**config.mk**
```make
export PLATFORM = sky130hd
export DESIGN_NAME = pipe_stage_skid
export DESIGN_NICKNAME = d
export VERILOG_FILES = /design/src/rtl/pipe_stage_skid.sv
export SDC_FILE = /design/constraint.sdc
export NUM_CORES = 1
export LEC_CHECK = 0
export BUFFER_PORTS_ARGS = -buffer_cell sky130_fd_sc_hd__buf_4
export CAP_MARGIN = 25
export CORE_MARGIN = 2
export CORE_UTILIZATION = 49
export CTS_CLUSTER_SIZE = 20
export DETAILED_ROUTE_END_ITERATION = 12
export PLACE_DENSITY = 0.76
export RECOVER_POWER = 50
export SLEW_MARGIN = 20
export SYNTH_ARGS = -nofsm -noshare
export SYNTH_HDL_FRONTEND = slang
export SYNTH_SLANG_ARGS = --single-unit
```
**constraint.sdc**
```tcl
create_clock -name clk -period 12.1 [get_ports clk]
set_input_delay 1.815 -clock clk [delete_from_list [all_inputs] [get_ports clk]]
set_output_delay 1.815 -clock clk [all_outputs]
set_load 0.01 [all_outputs]
```
**src/rtl/pipe_stage_skid.sv**
```systemverilog
// pipe_stage_skid: generic inter-stage pipeline register with a 2-entry skid buffer.
// in_ready and out_valid are flops, so there is no combinational path from out_ready
// to in_ready. Bubbles always present ctrl = 0 so they behave as NOPs downstream.
module pipe_stage_skid #(
  parameter int CTRL_W   = 8,
  parameter int DATA_W   = 160,
  parameter int CLR_DATA = 0,
  parameter int STALL_W  = 16
) (
  input  logic               clk,
  input  logic               rst,
  input  logic               flush,
  input  logic               in_valid,
  output logic               in_ready,
  input  logic [CTRL_W-1:0]  in_ctrl,
  input  logic [DATA_W-1:0]  in_data,
  output logic               out_valid,
  input  logic               out_ready,
  output logic [CTRL_W-1:0]  out_ctrl,
  output logic [DATA_W-1:0]  out_data,
  output logic [STALL_W-1:0] stall_cnt
);

  typedef enum logic [1:0] {EMPTY, ONE, FULL} state_t;

  state_t              state;
  logic                in_ready_q;
  logic                out_valid_q;
  logic [CTRL_W-1:0]   main_ctrl;
  logic [CTRL_W-1:0]   skid_ctrl;
  logic [DATA_W-1:0]   main_data;
  logic [DATA_W-1:0]   skid_data;

  logic accept;
  logic drain;
  logic ld_main_in;
  logic ld_main_skid;
  logic ld_skid;

  assign accept = in_valid & in_ready_q;
  assign drain  = out_valid_q & out_ready;

  // Load enables for the two storage slots, derived from the current occupancy
  always_comb begin
    ld_main_in   = 1'b0;
    ld_main_skid = 1'b0;
    ld_skid      = 1'b0;
    case (state)
      EMPTY: ld_main_in = accept;
      ONE: begin
        ld_main_in = accept & drain;
        ld_skid    = accept & ~drain;
      end
      FULL:    ld_main_skid = drain;
      default: ;
    endcase
  end

  // Occupancy FSM with registered handshake outputs and ctrl storage
  always_ff @(posedge clk or posedge rst) begin
    if (rst) begin
      state       <= EMPTY;
      in_ready_q  <= 1'b0;
      out_valid_q <= 1'b0;
      main_ctrl   <= '0;
      skid_ctrl   <= '0;
    end else if (flush) begin
      // Bubble: drop both entries and any same-cycle accept
      state       <= EMPTY;
      in_ready_q  <= 1'b1;
      out_valid_q <= 1'b0;
      main_ctrl   <= '0;
      skid_ctrl   <= '0;
    end else begin
      if (ld_main_in)   main_ctrl <= in_ctrl;
      if (ld_main_skid) main_ctrl <= skid_ctrl;
      if (ld_skid)      skid_ctrl <= in_ctrl;
      case (state)
        EMPTY: begin
          // in_ready also rises here on the first edge after reset release
          in_ready_q <= 1'b1;
          if (accept) begin
            state       <= ONE;
            out_valid_q <= 1'b1;
          end
        end
        ONE: begin
          if (accept && !drain) begin
            state      <= FULL;
            in_ready_q <= 1'b0;
          end else if (!accept && drain) begin
            state       <= EMPTY;
            out_valid_q <= 1'b0;
          end
        end
        FULL: begin
          if (drain) begin
            state      <= ONE;
            in_ready_q <= 1'b1;
          end
        end
        default: begin
          state       <= EMPTY;
          in_ready_q  <= 1'b1;
          out_valid_q <= 1'b0;
        end
      endcase
    end
  end

  // Payload storage; not gated by valid, optionally cleared on flush
  always_ff @(posedge clk or posedge rst) begin
    if (rst) begin
      main_data <= '0;
      skid_data <= '0;
    end else if (flush) begin
      if (CLR_DATA != 0) begin
        main_data <= '0;
        skid_data <= '0;
      end
    end else begin
      if (ld_main_in)        main_data <= in_data;
      else if (ld_main_skid) main_data <= skid_data;
      if (ld_skid)           skid_data <= in_data;
    end
  end

  // Saturating back-pressure counter; survives flush, cleared only by reset
  always_ff @(posedge clk or posedge rst) begin
    if (rst)
      stall_cnt <= '0;
    else if (out_valid_q && !out_ready && (stall_cnt != {STALL_W{1'b1}}))
      stall_cnt <= stall_cnt + STALL_W'(1);
  end

  assign in_ready  = in_ready_q;
  assign out_valid = out_valid_q;
  assign out_ctrl  = main_ctrl & {CTRL_W{out_valid_q}};
  assign out_data  = main_data;

endmodule

```
-- Yosys cells after proc, flatten, opt, wreduce, memory -nomap -nowiden
Cells that the tools add are included.
- flip-flop bits (word level): 356
- output and inout bits: 186
- logic and storage cells: 67
- bits of input ports: 173
- reduce and logical (&&, ||, !) cells: 16
- $add $sub $neg: 1
- bitwise logic cells: 7
- muxes and demuxes: 25
- eq/ne operators: 10
- operators by type and width (operator ; count):
    160-bit two-way mux ; 2
    8-bit two-way mux ; 5
    16-bit by 1-bit adder with 16-bit output (second input constant) ; 1
    16-bit != test (second input constant) ; 1
    3-bit != test (second input constant) ; 5
    2-bit two-way mux ; 5
    1-bit two-way mux ; 9
    8-bit AND ; 1
    2-bit one-hot mux with 3 select lines ; 1
    2-bit AND reduction ; 3
    1-bit AND ; 4
    1-bit logical AND ; 4
    4-bit != test (second input constant) ; 1
    1-bit one-hot mux with 2 select lines ; 2
    4-bit AND reduction ; 1
    2-bit nonzero test ; 2
    1-bit zero test ; 3
    1-bit one-hot mux with 3 select lines ; 1
    3-bit AND reduction ; 1
    3-bit nonzero test ; 1
    2-bit by 1-bit == test with 1-bit output (second input constant) ; 1
    2-bit == test (second input constant) ; 1
    2-bit zero test ; 1
    2-bit != test (second input constant) ; 1
    1-bit inverter ; 2

-- Longest topological paths before layout
- depth in word-level cells: 7
- mapped depth: 8

-- Worst setup path after synthesis
No wires, ideal clock.
- kind: input port to flip-flop
- start point: input port in_valid
- end point: register main_data[103] (netlist: out_data[103])
- cell stages on the path: 6
- slack: 8752 ps
- setup time: 125 ps
- arrival: 3223 ps
- buffers on the path: 2
- path through: nand2_1 nor3_1 buf_2 buf_2 mux2_2 mux2_2
- word-level cells in the longest chain between the ends: 5
- elaborated cells between the ends (all ways): 6
- those cells by class: mux: 2; bitwise: 2; reduce/logical: 2
- ends and longest elaborated chain (item ; line ; text):
    from (decl) ; 13 ; input logic in_valid,
    1-bit AND * ; 40 ; assign accept = in_valid & in_ready_q;
    1-bit AND ; 51 ; ld_main_in = accept & drain;
    1-bit one-hot mux with 2 select lines * ; 48 ; case (state)
    2-bit nonzero test (no line) ; -- ;
    2-bit AND reduction (no line) ; -- ;
    to (signal assigned) ; 122 ; if (ld_main_in) main_data <= in_data;
    to (signal assigned) ; 123 ; else if (ld_main_skid) main_data <= skid_data;
    to (decl) ; 31 ; logic [DATA_W-1:0] main_data;
Every way passes the cells marked *; elsewhere a longest branch is shown, timed or not.
A chain may end at the register's enable or synchronous reset.

==> out/summary.txt <==
outcome: finished with violations
violated checks: max-capacitance violations, max-slew violations
total power: 4.58 mW
reg-to-reg endpoint: skid_data[24]
worst setup path class: in2async
wire length of the first global-routing pass: 54600 um
longest individual stage delay on the worst path: 3.17 ns
Post-CTS Setup Inserts: 0
DRC marker count from the first detailed-route iteration: 339
Synth Area per Inst: 15.5 um2
Worst path slowest cell: sky130_fd_sc_hd__clkinvlp_2
worst-case headroom to the max-slew limit: -283%
Post-Syn Instances: 1031
drt pass-1 iters: 6
fin worst setup slack: 5.58 ns
Cell Pwr Density: 235 nW/um2
pin count of the biggest net entering global routing: 132
flop-to-flop setup slack: 7.84 ns
required time at the endpoint of the critical path: 12.78 ns
final hold violations: 0
Net Count, Synth: 1205
Endpoint, Worst Hold: skid_data[36]
largest fanout on the critical path: 131
DP Area: 18900 um2
height of the chip: 185 um
transition time at the pin with the least slew margin: 5.72 ns
DRT Wirelength: 34900 um
post-CTS sizing: 0
FMAX: 0.153 GHz
vias per inst: 5.19
setup violators final: 0
hold path depth: 1
die width: 185 um
Port Buffer Count: 358
Antenna Diode Count: 0
clock network latency to the later pin of the worst-skew pair: 0.51 ns
clock tree skew after final layout: 0.0116 ns
Worst Reg-to-Reg Cells: 7
TritonCTS clock tree: done
detailed-route via count: 9583
maximum vdd drop: 0.000144 V
unrepaired setup endpoints after global routing: no
Cell Area, Synth: 16000 um2
CTS Buffer Depth: 3
Worst Setup Slack post-DPL: 6.80 ns
starting density of the core: 49.5%
Core Footprint: 32300 um2
post-route core utilization: 60.4%
total die area: 34100 um2
Yosys warning total: 0
CP endpoint kind: async pin
post-route antenna net violation count: 0
ratio of cells with drive above 1 in the final layout: 51.5%
sum of overflow across all layers after global routing: 0
start point of the worst hold path: skid_data[36]
clock net sink count: 356
Layout Nets: 1558
number of distinct library cell variants in the gate-level netlist after synthesis: 41
half-perimeter wire length after detailed placement: 23400 um
Leakage Power: 8.76 nW
post-synthesis sequential area ratio: 55.7%
classification of the worst-slack hold path: reg2reg
synthesis-stage register bit count: 356
antenna violations before repair: 0
# hold bufs at CTS: 0
ports placed on the boundary: 359
row cnt: 66
critical-path cell list: clkbuf_4, clkinvlp_2, buf_4, buf_4, buf_12
total DRC errors in the routed layout: 0
total track usage: 20.1%
number of buffers created by CTS: 39
worst setup path start: rst
max-capacitance violation count: 1
startpoint of the worst-slack reg-to-reg timing path: out_valid
synthesis-to-layout area growth: 22.0%
cell mode on critical path: sky130_fd_sc_hd__buf_4
crit path time final: 6.52 ns
number of global-route vias before repair: 10129
Max H-tree Level: 2
area of all placed cells without fillers: 19500 um2
master cell of the clock root buffer: sky130_fd_sc_hd__clkbuf_16
crit path launch type: input port
clock edge transition at the registers on the reported setup and hold paths: 0.06 ns
final worst-path cycle share: 53.8%
setup_tns: 0 ns
wire per inst: 18.9 um
arrival time of the worst setup path: 7.20 ns
Max Slew Vio Count: 132
final RePlAce weighted congestion: 0.760
state kept, by name (all words and copies together), names as in the netlist:
signal,flops
stall_cnt,16
main_ctrl,8
in_ready,1
out_data,160
out_valid,1
state,2
skid_data,160
skid_ctrl,8
how the worst max path moves through the flow:
stage	slack [ns]	depth (start not counted)	to
floorplan	0.41	1	in_ready
global placement	6.89	5	out_data[67]
detailed placement	6.80	5	out_data[48]
CTS	7.34	5	out_data[48]
global route	4.58	5	out_data[9]
finish	5.58	5	out_data[145]
power by group:
part	internal (mW)	total, mW	switching [mW]
combinational	0.816	1.41	0.597
sequential	1.73	2.02	0.285
clock	0.709	1.16	0.446
total	3.26	4.58	1.33
kinds of logic after synthesis:
group,count (synthesis),synth area share [%]
adder cells (fa/ha/maj),1,0.0783
AND/OR/NAND/NOR,90,3.03
AO/OA/AOI/OAI,17,0.838
buffers and inverters,62,2.94
XOR/XNOR,16,0.877
flip-flops,356,55.7
multiplexers,489,36.5
layout by cell type, fill, tap and decap left out, types with 3 or more instances in the layout:
cell / n
sky130_fd_sc_hd__clkbuf_8: 9
sky130_fd_sc_hd__and2_1: 9
sky130_fd_sc_hd__nand3_1: 4
sky130_fd_sc_hd__nor2b_1: 3
sky130_fd_sc_hd__nand4_1: 8
sky130_fd_sc_hd__nand2b_1: 4
sky130_fd_sc_hd__mux2i_1: 8
sky130_fd_sc_hd__nand2_1: 22
sky130_fd_sc_hd__nor3_1: 3
sky130_fd_sc_hd__clkbuf_16: 41
sky130_fd_sc_hd__xor2_1: 8
sky130_fd_sc_hd__xnor2_1: 8
sky130_fd_sc_hd__mux2_4: 90
sky130_fd_sc_hd__dfrtp_1: 356
sky130_fd_sc_hd__a311oi_1: 8
sky130_fd_sc_hd__mux2_1: 10
sky130_fd_sc_hd__nor2_1: 20
sky130_fd_sc_hd__buf_4: 187
sky130_fd_sc_hd__clkbuf_1: 189
sky130_fd_sc_hd__mux2_2: 381
area by class of cell:
| class | count | area [um2] |
|---|---|---|
| clock inverters | 2 | 60.1 |
| well taps | 442 | 553 |
| multi-input cells | 613 | 6620 |
| fillers | 2664 | 12800 |
| repair buffers | 372 | 2170 |
| flip-flops and latches | 356 | 8910 |
| inverters | 2 | 8.76 |
| clock buffers | 59 | 1180 |
critical path: cells and delay by family:
family / cells / cell delay, ns
buffers and inverters: 5 / 5.24
cells in the mapped netlist:
cell type | number | area share, %
sky130_fd_sc_hd__mux2i_1 | 8 | 0.50
sky130_fd_sc_hd__or2_2 | 1 | 0.039
sky130_fd_sc_hd__nor4b_1 | 1 | 0.055
sky130_fd_sc_hd__xor2_1 | 8 | 0.44
sky130_fd_sc_hd__buf_4 | 11 | 0.52
sky130_fd_sc_hd__a21boi_2 | 1 | 0.070
sky130_fd_sc_hd__nand4_1 | 8 | 0.31
sky130_fd_sc_hd__xnor2_1 | 8 | 0.44
sky130_fd_sc_hd__o22a_1 | 1 | 0.055
sky130_fd_sc_hd__and3_1 | 1 | 0.039
sky130_fd_sc_hd__nand4b_1 | 2 | 0.11
sky130_fd_sc_hd__or3_4 | 1 | 0.070
sky130_fd_sc_hd__and2_1 | 9 | 0.35
sky130_fd_sc_hd__nor2b_1 | 3 | 0.12
sky130_fd_sc_hd__ha_1 | 1 | 0.078
sky130_fd_sc_hd__nand2b_1 | 4 | 0.16
sky130_fd_sc_hd__nand2_1 | 22 | 0.52
sky130_fd_sc_hd__dfrtp_1 | 356 | 56
sky130_fd_sc_hd__o21a_1 | 1 | 0.047
sky130_fd_sc_hd__o21bai_1 | 1 | 0.047
sky130_fd_sc_hd__o21ai_0 | 2 | 0.063
sky130_fd_sc_hd__nor4_1 | 2 | 0.078
sky130_fd_sc_hd__nand2b_4 | 1 | 0.086
sky130_fd_sc_hd__nand3_1 | 4 | 0.13
sky130_fd_sc_hd__a21oi_2 | 1 | 0.055
sky130_fd_sc_hd__and4_1 | 2 | 0.11
sky130_fd_sc_hd__nor3b_1 | 2 | 0.094
sky130_fd_sc_hd__or3_1 | 1 | 0.039
sky130_fd_sc_hd__nor2_1 | 20 | 0.47
sky130_fd_sc_hd__mux2_1 | 10 | 0.70
sky130_fd_sc_hd__buf_6 | 23 | 1.6
sky130_fd_sc_hd__clkbuf_1 | 7 | 0.16
sky130_fd_sc_hd__mux2_4 | 90 | 8.5
sky130_fd_sc_hd__mux2_2 | 381 | 27
sky130_fd_sc_hd__a21oi_1 | 2 | 0.063
sky130_fd_sc_hd__nor3_1 | 4 | 0.13
sky130_fd_sc_hd__and3b_1 | 1 | 0.055
sky130_fd_sc_hd__a311oi_1 | 8 | 0.44
sky130_fd_sc_hd__inv_1 | 2 | 0.047
sky130_fd_sc_hd__buf_2 | 19 | 0.59
sky130_fd_sc_hd__nor4_2 | 1 | 0.078
per-layer routing:
| layer | up-vias | GRT usage [%] | routed length, um |
|---|---|---|---|
| met5 | - | 0 | 0 |
| met4 | 0 | 5.08 | 712 |
| met3 | 45 | 6.84 | 2960 |
| met2 | 273 | 33.6 | 16800 |
| met1 | 4883 | 25.1 | 14500 |
| li1 | 4382 | - | - |
per-stage QoR:
stage / instances / hold slack [ns]
2_1_floorplan: 1031 / 0.458
3_3_place_gp: 1782 / 0.467
3_5_place_dp: 1783 / 0.479
4_1_cts: 1844 / 0.492
5_1_grt: 1846 / 0.509
6_report: 1846 / 0.486
(Power assumes the default switching activity.)
